[src/rtl/pit_interval_timer.sv]
// Programmable interval timer: a register-mapped down-counter that emits a TICK pulse
// and a level IRQ on terminal count, in periodic (auto-reload) or one-shot mode.
module pit_interval_timer #(
  parameter int WIDTH = 32
) (
  input  logic        clk,
  input  logic        rst_n,
  input  logic        wr_en,
  input  logic        rd_en,
  input  logic [1:0]  addr,
  input  logic [31:0] wdata,
  output logic [31:0] rdata,
  output logic        rvalid,
  output logic        tick,
  output logic        irq
);

  localparam logic [1:0] ADDR_CONTROL = 2'd0;
  localparam logic [1:0] ADDR_LOAD    = 2'd1;
  localparam logic [1:0] ADDR_COUNT   = 2'd2;
  localparam logic [1:0] ADDR_STATUS  = 2'd3;

  logic             en_q, en_d;
  logic             irq_en_q, irq_en_d;
  logic             auto_reload_q, auto_reload_d;
  logic [WIDTH-1:0] load_q, load_d;
  logic [WIDTH-1:0] count_q, count_d;
  logic             pending_q, pending_d;
  logic             tick_q, tick_d;
  logic [31:0]      rdata_q, rdata_d;
  logic             rvalid_q, rvalid_d;

  logic             ctrl_wr, load_wr, status_wr;
  logic             terminal;
  logic [31:0]      rd_mux;

  always_comb begin
    ctrl_wr   = wr_en && (addr == ADDR_CONTROL);
    load_wr   = wr_en && (addr == ADDR_LOAD);
    status_wr = wr_en && (addr == ADDR_STATUS);
    // Terminal is judged on the pre-edge state, so a LOAD write landing here
    // still lets the event fire while COUNT takes the new value.
    terminal  = en_q && (count_q == '0);

    en_d          = en_q;
    irq_en_d      = irq_en_q;
    auto_reload_d = auto_reload_q;
    if (ctrl_wr) begin
      en_d          = wdata[0];
      irq_en_d      = wdata[1];
      auto_reload_d = wdata[2];
    end else if (terminal && !auto_reload_q) begin
      en_d = 1'b0;
    end

    load_d  = load_wr ? wdata[WIDTH-1:0] : load_q;

    count_d = count_q;
    if (load_wr) begin
      count_d = wdata[WIDTH-1:0];
    end else if (en_q) begin
      if (count_q != '0)      count_d = count_q - WIDTH'(1);
      else if (auto_reload_q) count_d = load_q;
      else                    count_d = '0;
    end

    // A terminal event outranks a same-cycle write-1-to-clear.
    pending_d = pending_q;
    if (terminal)                   pending_d = 1'b1;
    else if (status_wr && wdata[0]) pending_d = 1'b0;

    tick_d = terminal;

    rd_mux = 32'd0;
    case (addr)
      ADDR_CONTROL: rd_mux = {29'd0, auto_reload_q, irq_en_q, en_q};
      ADDR_LOAD:    rd_mux = 32'(load_q);
      ADDR_COUNT:   rd_mux = 32'(count_q);
      ADDR_STATUS:  rd_mux = {31'd0, pending_q};
      default:      rd_mux = 32'd0;
    endcase

    // Read handshake: rd_en in cycle N yields rvalid high for exactly cycle N+1
    // with rdata holding the pre-update register value; rdata then holds until
    // the next read. There is no backpressure.
    rvalid_d = rd_en;
    rdata_d  = rd_en ? rd_mux : rdata_q;
  end

  always_ff @(posedge clk or negedge rst_n) begin
    if (!rst_n) begin
      en_q          <= 1'b0;
      irq_en_q      <= 1'b0;
      auto_reload_q <= 1'b0;
      load_q        <= '0;
      count_q       <= '0;
      pending_q     <= 1'b0;
      tick_q        <= 1'b0;
      rdata_q       <= 32'd0;
      rvalid_q      <= 1'b0;
    end else begin
      en_q          <= en_d;
      irq_en_q      <= irq_en_d;
      auto_reload_q <= auto_reload_d;
      load_q        <= load_d;
      count_q       <= count_d;
      pending_q     <= pending_d;
      tick_q        <= tick_d;
      rdata_q       <= rdata_d;
      rvalid_q      <= rvalid_d;
    end
  end

  assign rdata  = rdata_q;
  assign rvalid = rvalid_q;
  assign tick   = tick_q;
  assign irq    = pending_q & irq_en_q;

endmodule

[config.mk]
export PLATFORM = sky130hd
export DESIGN_NAME = pit_interval_timer
export DESIGN_NICKNAME = d
export VERILOG_FILES = /design/src/rtl/pit_interval_timer.sv
export SDC_FILE = /design/constraint.sdc
export NUM_CORES = 1
export LEC_CHECK = 0
export CELL_PAD_IN_SITES_DETAIL_PLACEMENT = 1
export CELL_PAD_IN_SITES_GLOBAL_PLACEMENT = 1
export CORE_UTILIZATION = 38
export DETAILED_ROUTE_END_ITERATION = 7
export PLACE_DENSITY = 0.78
export SYNTH_ARGS = -nofsm -noshare
export SYNTH_HDL_FRONTEND = slang
export SYNTH_SLANG_ARGS = --single-unit
[constraint.sdc]
create_clock -name clk -period 2.2 [get_ports clk]
set_input_delay 0.22 -clock clk [delete_from_list [all_inputs] [get_ports clk]]
set_output_delay 0.22 -clock clk [all_outputs]
set_load 0.02 [all_outputs]
==> impl_summary.md <==
Synth
The post-synth design cell area is 5275 sq um. After synthesis, the share of flip-flops with an asynchronous set or reset is between 90% and 100%. Synthesis inferred around 100 register bits.

The post-synthesis xor/xnor area fraction is less than 1%. Synthesis produced a netlist with a net count of around 650. The compound-gate portion of the synthesized area is between 15 and 20%.

Yosys attributes the largest share of cell area to sky130_fd_sc_hd__dfrtp_1, sky130_fd_sc_hd__nand2_1, sky130_fd_sc_hd__a21oi_1. The area share of the largest cell type after synthesis is between 40% and 50%. The portion of synthesized area spent on multiplexers is around 1.2%.

After synthesis, flip-flops and latches occupy around 48% of the total area. The number of synthesized flops with an enable pin is 0. The synthesized design spends more area on one cell type than any other, namely sky130_fd_sc_hd__dfrtp_1. The dominant combinational cell family by area after synthesis is simple AND/OR/NAND/NOR gates.

After Yosys synthesis, full adders, half adders and majority gates account for less than 1% of the synthesized area. The number of warnings reported in the yosys synthesis log is 0. In the synthesized netlist, the number of instances is approximately 600. After Yosys synthesis, and, or, nand and nor cells account for a little over a quarter of the synthesized area. The most used flip-flop cell after synthesis is sky130_fd_sc_hd__dfrtp_1. The number of library cell types mapped by synthesis is between 60 and 70. The average instance in the mapped netlist occupies around 8.7 sq um.

Finish
The final cell area excluding filler cells is between 7000 and 8000 sq um. Summing all flip-flop and latch instances after layout gives 2552 sq um. The layout overhead on the synthesized area is 47.82%. The final layout net count is approximately 810.

0 antenna diodes ended up in the layout. Leaving out fill and tap cells, the most frequent cell in the layout is sky130_fd_sc_hd__nand2_1. Summing all multi-input logic gate instances after layout gives between 2000 and 3000 sq um. The share of final-layout standard cells stronger than drive strength 1 is between 20% and 30%.

The number of filler cells placed in the layout is ~1.5k. The top cell types in the final layout, fill and taps aside, are sky130_fd_sc_hd__nand2_1, sky130_fd_sc_hd__dfrtp_1, sky130_fd_sc_hd__buf_4.

STA
Setup violations remaining at the end of the flow were counted as 27. The final number of hold-violating endpoints came to 0. Headroom to the max-slew limit came out at 56.04%. Dividing the final minimum period by the clock period gives 105.5%. The actual slew at the worst max-slew pin is about 650 ps. In the post-route analysis, the smallest setup slack over all paths is -122.0 ps. The maximum operating frequency is ~430 MHz.

Setup repair after global routing could not meet its margin everywhere. The minimum clock period after layout is roughly 2300 ps. The worst hold margin is 350.5 ps. The final number of max-transition violations is 0. Clock skew on the completed layout was measured at about 5.4 ps.

Min path
The type of the worst min-delay path is primary input to asynchronous set/reset pin.

CTS
Clock-pin slew was measured on the worst setup and hold paths at about 70 ps. The source-to-sink clock delay at the later pin of the worst-skew pair is roughly 350 ps. The number of clock buffers added by TritonCTS is 9. The clock tree root driver cell is sky130_fd_sc_hd__clkbuf_16. TritonCTS built the clock tree.

The total clock sinks is between 100 and 150. The clock tree buffer depth is 2. The H-tree generated during clock tree synthesis spans 3 levels.

Routing
The iteration count of the initial detailed-routing pass is 4. In the routed layout, each cell is associated on average with a via count of roughly 5.7. The average wire length per cell after detail routing is 20.42 microns. In the routed design, unresolved DRC markers number 0.

The number of routed nets with antenna violations is 0. The first routing iteration left between 300 and 400 violations. The routed layout has ~5.4k vias.

Summed over all layers, the routed wires come to around 19,000 microns.

Critical path
The worst setup path is launched from a flop. The launching point of the worst reg2reg path is count_q[1]$_DFFE_PN0P_. The critical path capture point type is a flop.

The highest fanout seen on the critical path is 7. STA puts the critical path data required time at around 2500 ps. For the worst flop-to-flop path, the logic depth is 10.

In this run the worst setup path begins at count_q[1]$_DFFE_PN0P_. Across all register-to-register paths, the minimum setup slack is -120 ps. At the worst endpoint, the arrival time is 2600 ps. The end of the worst register-to-register path is count_q[16]$_DFFE_PN0P_. By startpoint and endpoint, the worst setup path is classified as flop to flop.

Die
The row count is 42. 73 I/O pins were placed. The effective utilization at floorplan is 39.37%. The horizontal die dimension is roughly 120 microns. The die covers approximately 14,000 sq um. The core region is ~13,000 sq um. Measured along the y axis, the die boundary spans roughly 120 microns.

Place
The number of buffers added on ports is a little over 70. The last weighted congestion value of the routability-driven placer is 0.9384. The placed wire-length estimate after detailed placement is between 10,000 and 15,000 microns.

The total cell area at the placement stage is 6868 sq um.

Power and ir drop
The leakage power is approximately 3.5 nW. The largest voltage drop on the vdd net is 0.0004248 V. Power spread over the standard cell area amounts to approximately 870 nW/um^2.

Outcome
The flow ran to the end, but the final reports show violations. The final reports fail on negative setup slack.

Global route
The wire length of the first global-routing pass is between 30,000 and 40,000 microns. Entering global routing, the biggest net connects 50 pins. The number of global-route vias before repair is 5,742. The number of antenna violations at the first check in global routing came to 0. The sum of overflow across all layers after global routing is 0. The overall fraction of global-route tracks in use is between 20% and 30%.

Flow run
The tool flagged a number of max-cap violations equal to 0.
[area by class of cell]
type / instances / area share, %
Tap cell: 176 / 2.824
Clock buffer: 10 / 3.065
Multi-Input combinational cell: 452 / 36.78
Timing Repair Buffer: 192 / 22.51
Inverter: 8 / 0.3851
Clock inverter: 6 / 1.701
Sequential cell: 102 / 32.73
[power breakdown]
part | switching, mW | total [mW] | internal, mW
clock network | 0.729 | 1.99 | 1.26
registers | 0.290 | 2.49 | 2.20
logic | 1.22 | 2.31 | 1.10
total | 2.24 | 6.79 | 4.55
[worst max-delay path by stage]
stage | end | slack, ps
floorplan | count_q[28]$_DFFE_PN0P_ | -1
global route | count_q[16]$_DFFE_PN0P_ | -230
global placement | count_q[23]$_DFFE_PN0P_ | -120
CTS | count_q[16]$_DFFE_PN0P_ | -140
finish | count_q[16]$_DFFE_PN0P_ | -120
detailed placement | count_q[6]$_DFFE_PN0P_ | -200
[critical path: stages (launching register included)]
cell,delay [ps]
sky130_fd_sc_hd__dfrtp_1,390
sky130_fd_sc_hd__inv_2,90
sky130_fd_sc_hd__ha_4,120
sky130_fd_sc_hd__or4b_4,470
sky130_fd_sc_hd__nor3_4,170
sky130_fd_sc_hd__nand4_4,170
sky130_fd_sc_hd__nor4_4,290
sky130_fd_sc_hd__buf_4,200
sky130_fd_sc_hd__buf_8,150
sky130_fd_sc_hd__nand2_2,80
sky130_fd_sc_hd__nand2_2,110
[cells by family after synthesis]
group	after synthesis
mux	5
compound gates	144
fa+ha+maj	2
buf+inv	51
flops	102
simple gates	296
xor+xnor	5
[registers in the layout, summed over array words and instances (netlist names)]
register / count
count_q: 32
load_q: 32
rdata: 32
auto_reload_q: 1
en_q: 1
irq_en_q: 1
pending_q: 1
rvalid: 1
tick: 1
[cell usage after synthesis, types with 2 or more instances]
cell,n
sky130_fd_sc_hd__nand3_1,21
sky130_fd_sc_hd__mux2_2,2
sky130_fd_sc_hd__nand2_1,146
sky130_fd_sc_hd__buf_1,6
sky130_fd_sc_hd__nor4_1,12
sky130_fd_sc_hd__nor2_1,55
sky130_fd_sc_hd__nor4_2,2
sky130_fd_sc_hd__mux2i_1,2
sky130_fd_sc_hd__a222oi_1,2
sky130_fd_sc_hd__nor3_1,7
sky130_fd_sc_hd__a21oi_1,45
sky130_fd_sc_hd__nor2b_1,2
sky130_fd_sc_hd__or3_1,2
sky130_fd_sc_hd__nand4_1,18
sky130_fd_sc_hd__o41ai_1,5
sky130_fd_sc_hd__or4_1,4
sky130_fd_sc_hd__buf_4,2
sky130_fd_sc_hd__a211o_1,6
sky130_fd_sc_hd__o311ai_0,2
sky130_fd_sc_hd__clkbuf_1,25
sky130_fd_sc_hd__or4_4,3
sky130_fd_sc_hd__nand3b_1,2
sky130_fd_sc_hd__xor2_1,3
sky130_fd_sc_hd__nor3_2,4
sky130_fd_sc_hd__buf_2,9
sky130_fd_sc_hd__a211oi_1,2
sky130_fd_sc_hd__inv_1,7
sky130_fd_sc_hd__ha_1,2
sky130_fd_sc_hd__and2_1,2
sky130_fd_sc_hd__and4_1,2
sky130_fd_sc_hd__o21ai_0,18
sky130_fd_sc_hd__nor2_2,2
sky130_fd_sc_hd__xnor2_1,2
sky130_fd_sc_hd__o31ai_1,4
sky130_fd_sc_hd__a31oi_1,7
sky130_fd_sc_hd__dfrtp_1,102
sky130_fd_sc_hd__o211ai_1,8
sky130_fd_sc_hd__a32o_1,2
sky130_fd_sc_hd__a22oi_1,30
sky130_fd_sc_hd__nor3b_1,2
[layer usage]
layer	track usage, %	wire, microns	vias to the layer above
met5	0	0	-
met4	11.02	473	0
met3	3.565	745	36
met2	46.13	9598	149
met1	36.87	8500	2749
li1	-	-	2498
[metrics by stage]
stage	cells	total power, mW	utilization [%]	setup slack, ps	TNS (ps)
after detailed placement	911	4.496	51.25	-203.1	-4249
after global routing	946	7.120	58.19	-232.3	-4368
final	946	6.786	58.19	-122.0	-1341
after CTS	939	6.662	56.17	-135.7	-2389
after floorplan	605	3.460	-	-1.036	-1.036
after global placement	911	4.403	51.25	-117.9	-1682
[timing repair]
item | CTS | global route
hold buffers | 1 | 0
pin swaps | 42 | 33
setup buffers | 12 | 8
gates resized for setup | 51 | 48
endpoints found under the setup margin | 32 | 32
cloned | 1 | 0
hold endpoints to repair | 30 | 0
Note: power is estimated with default switching activity, not from simulation.
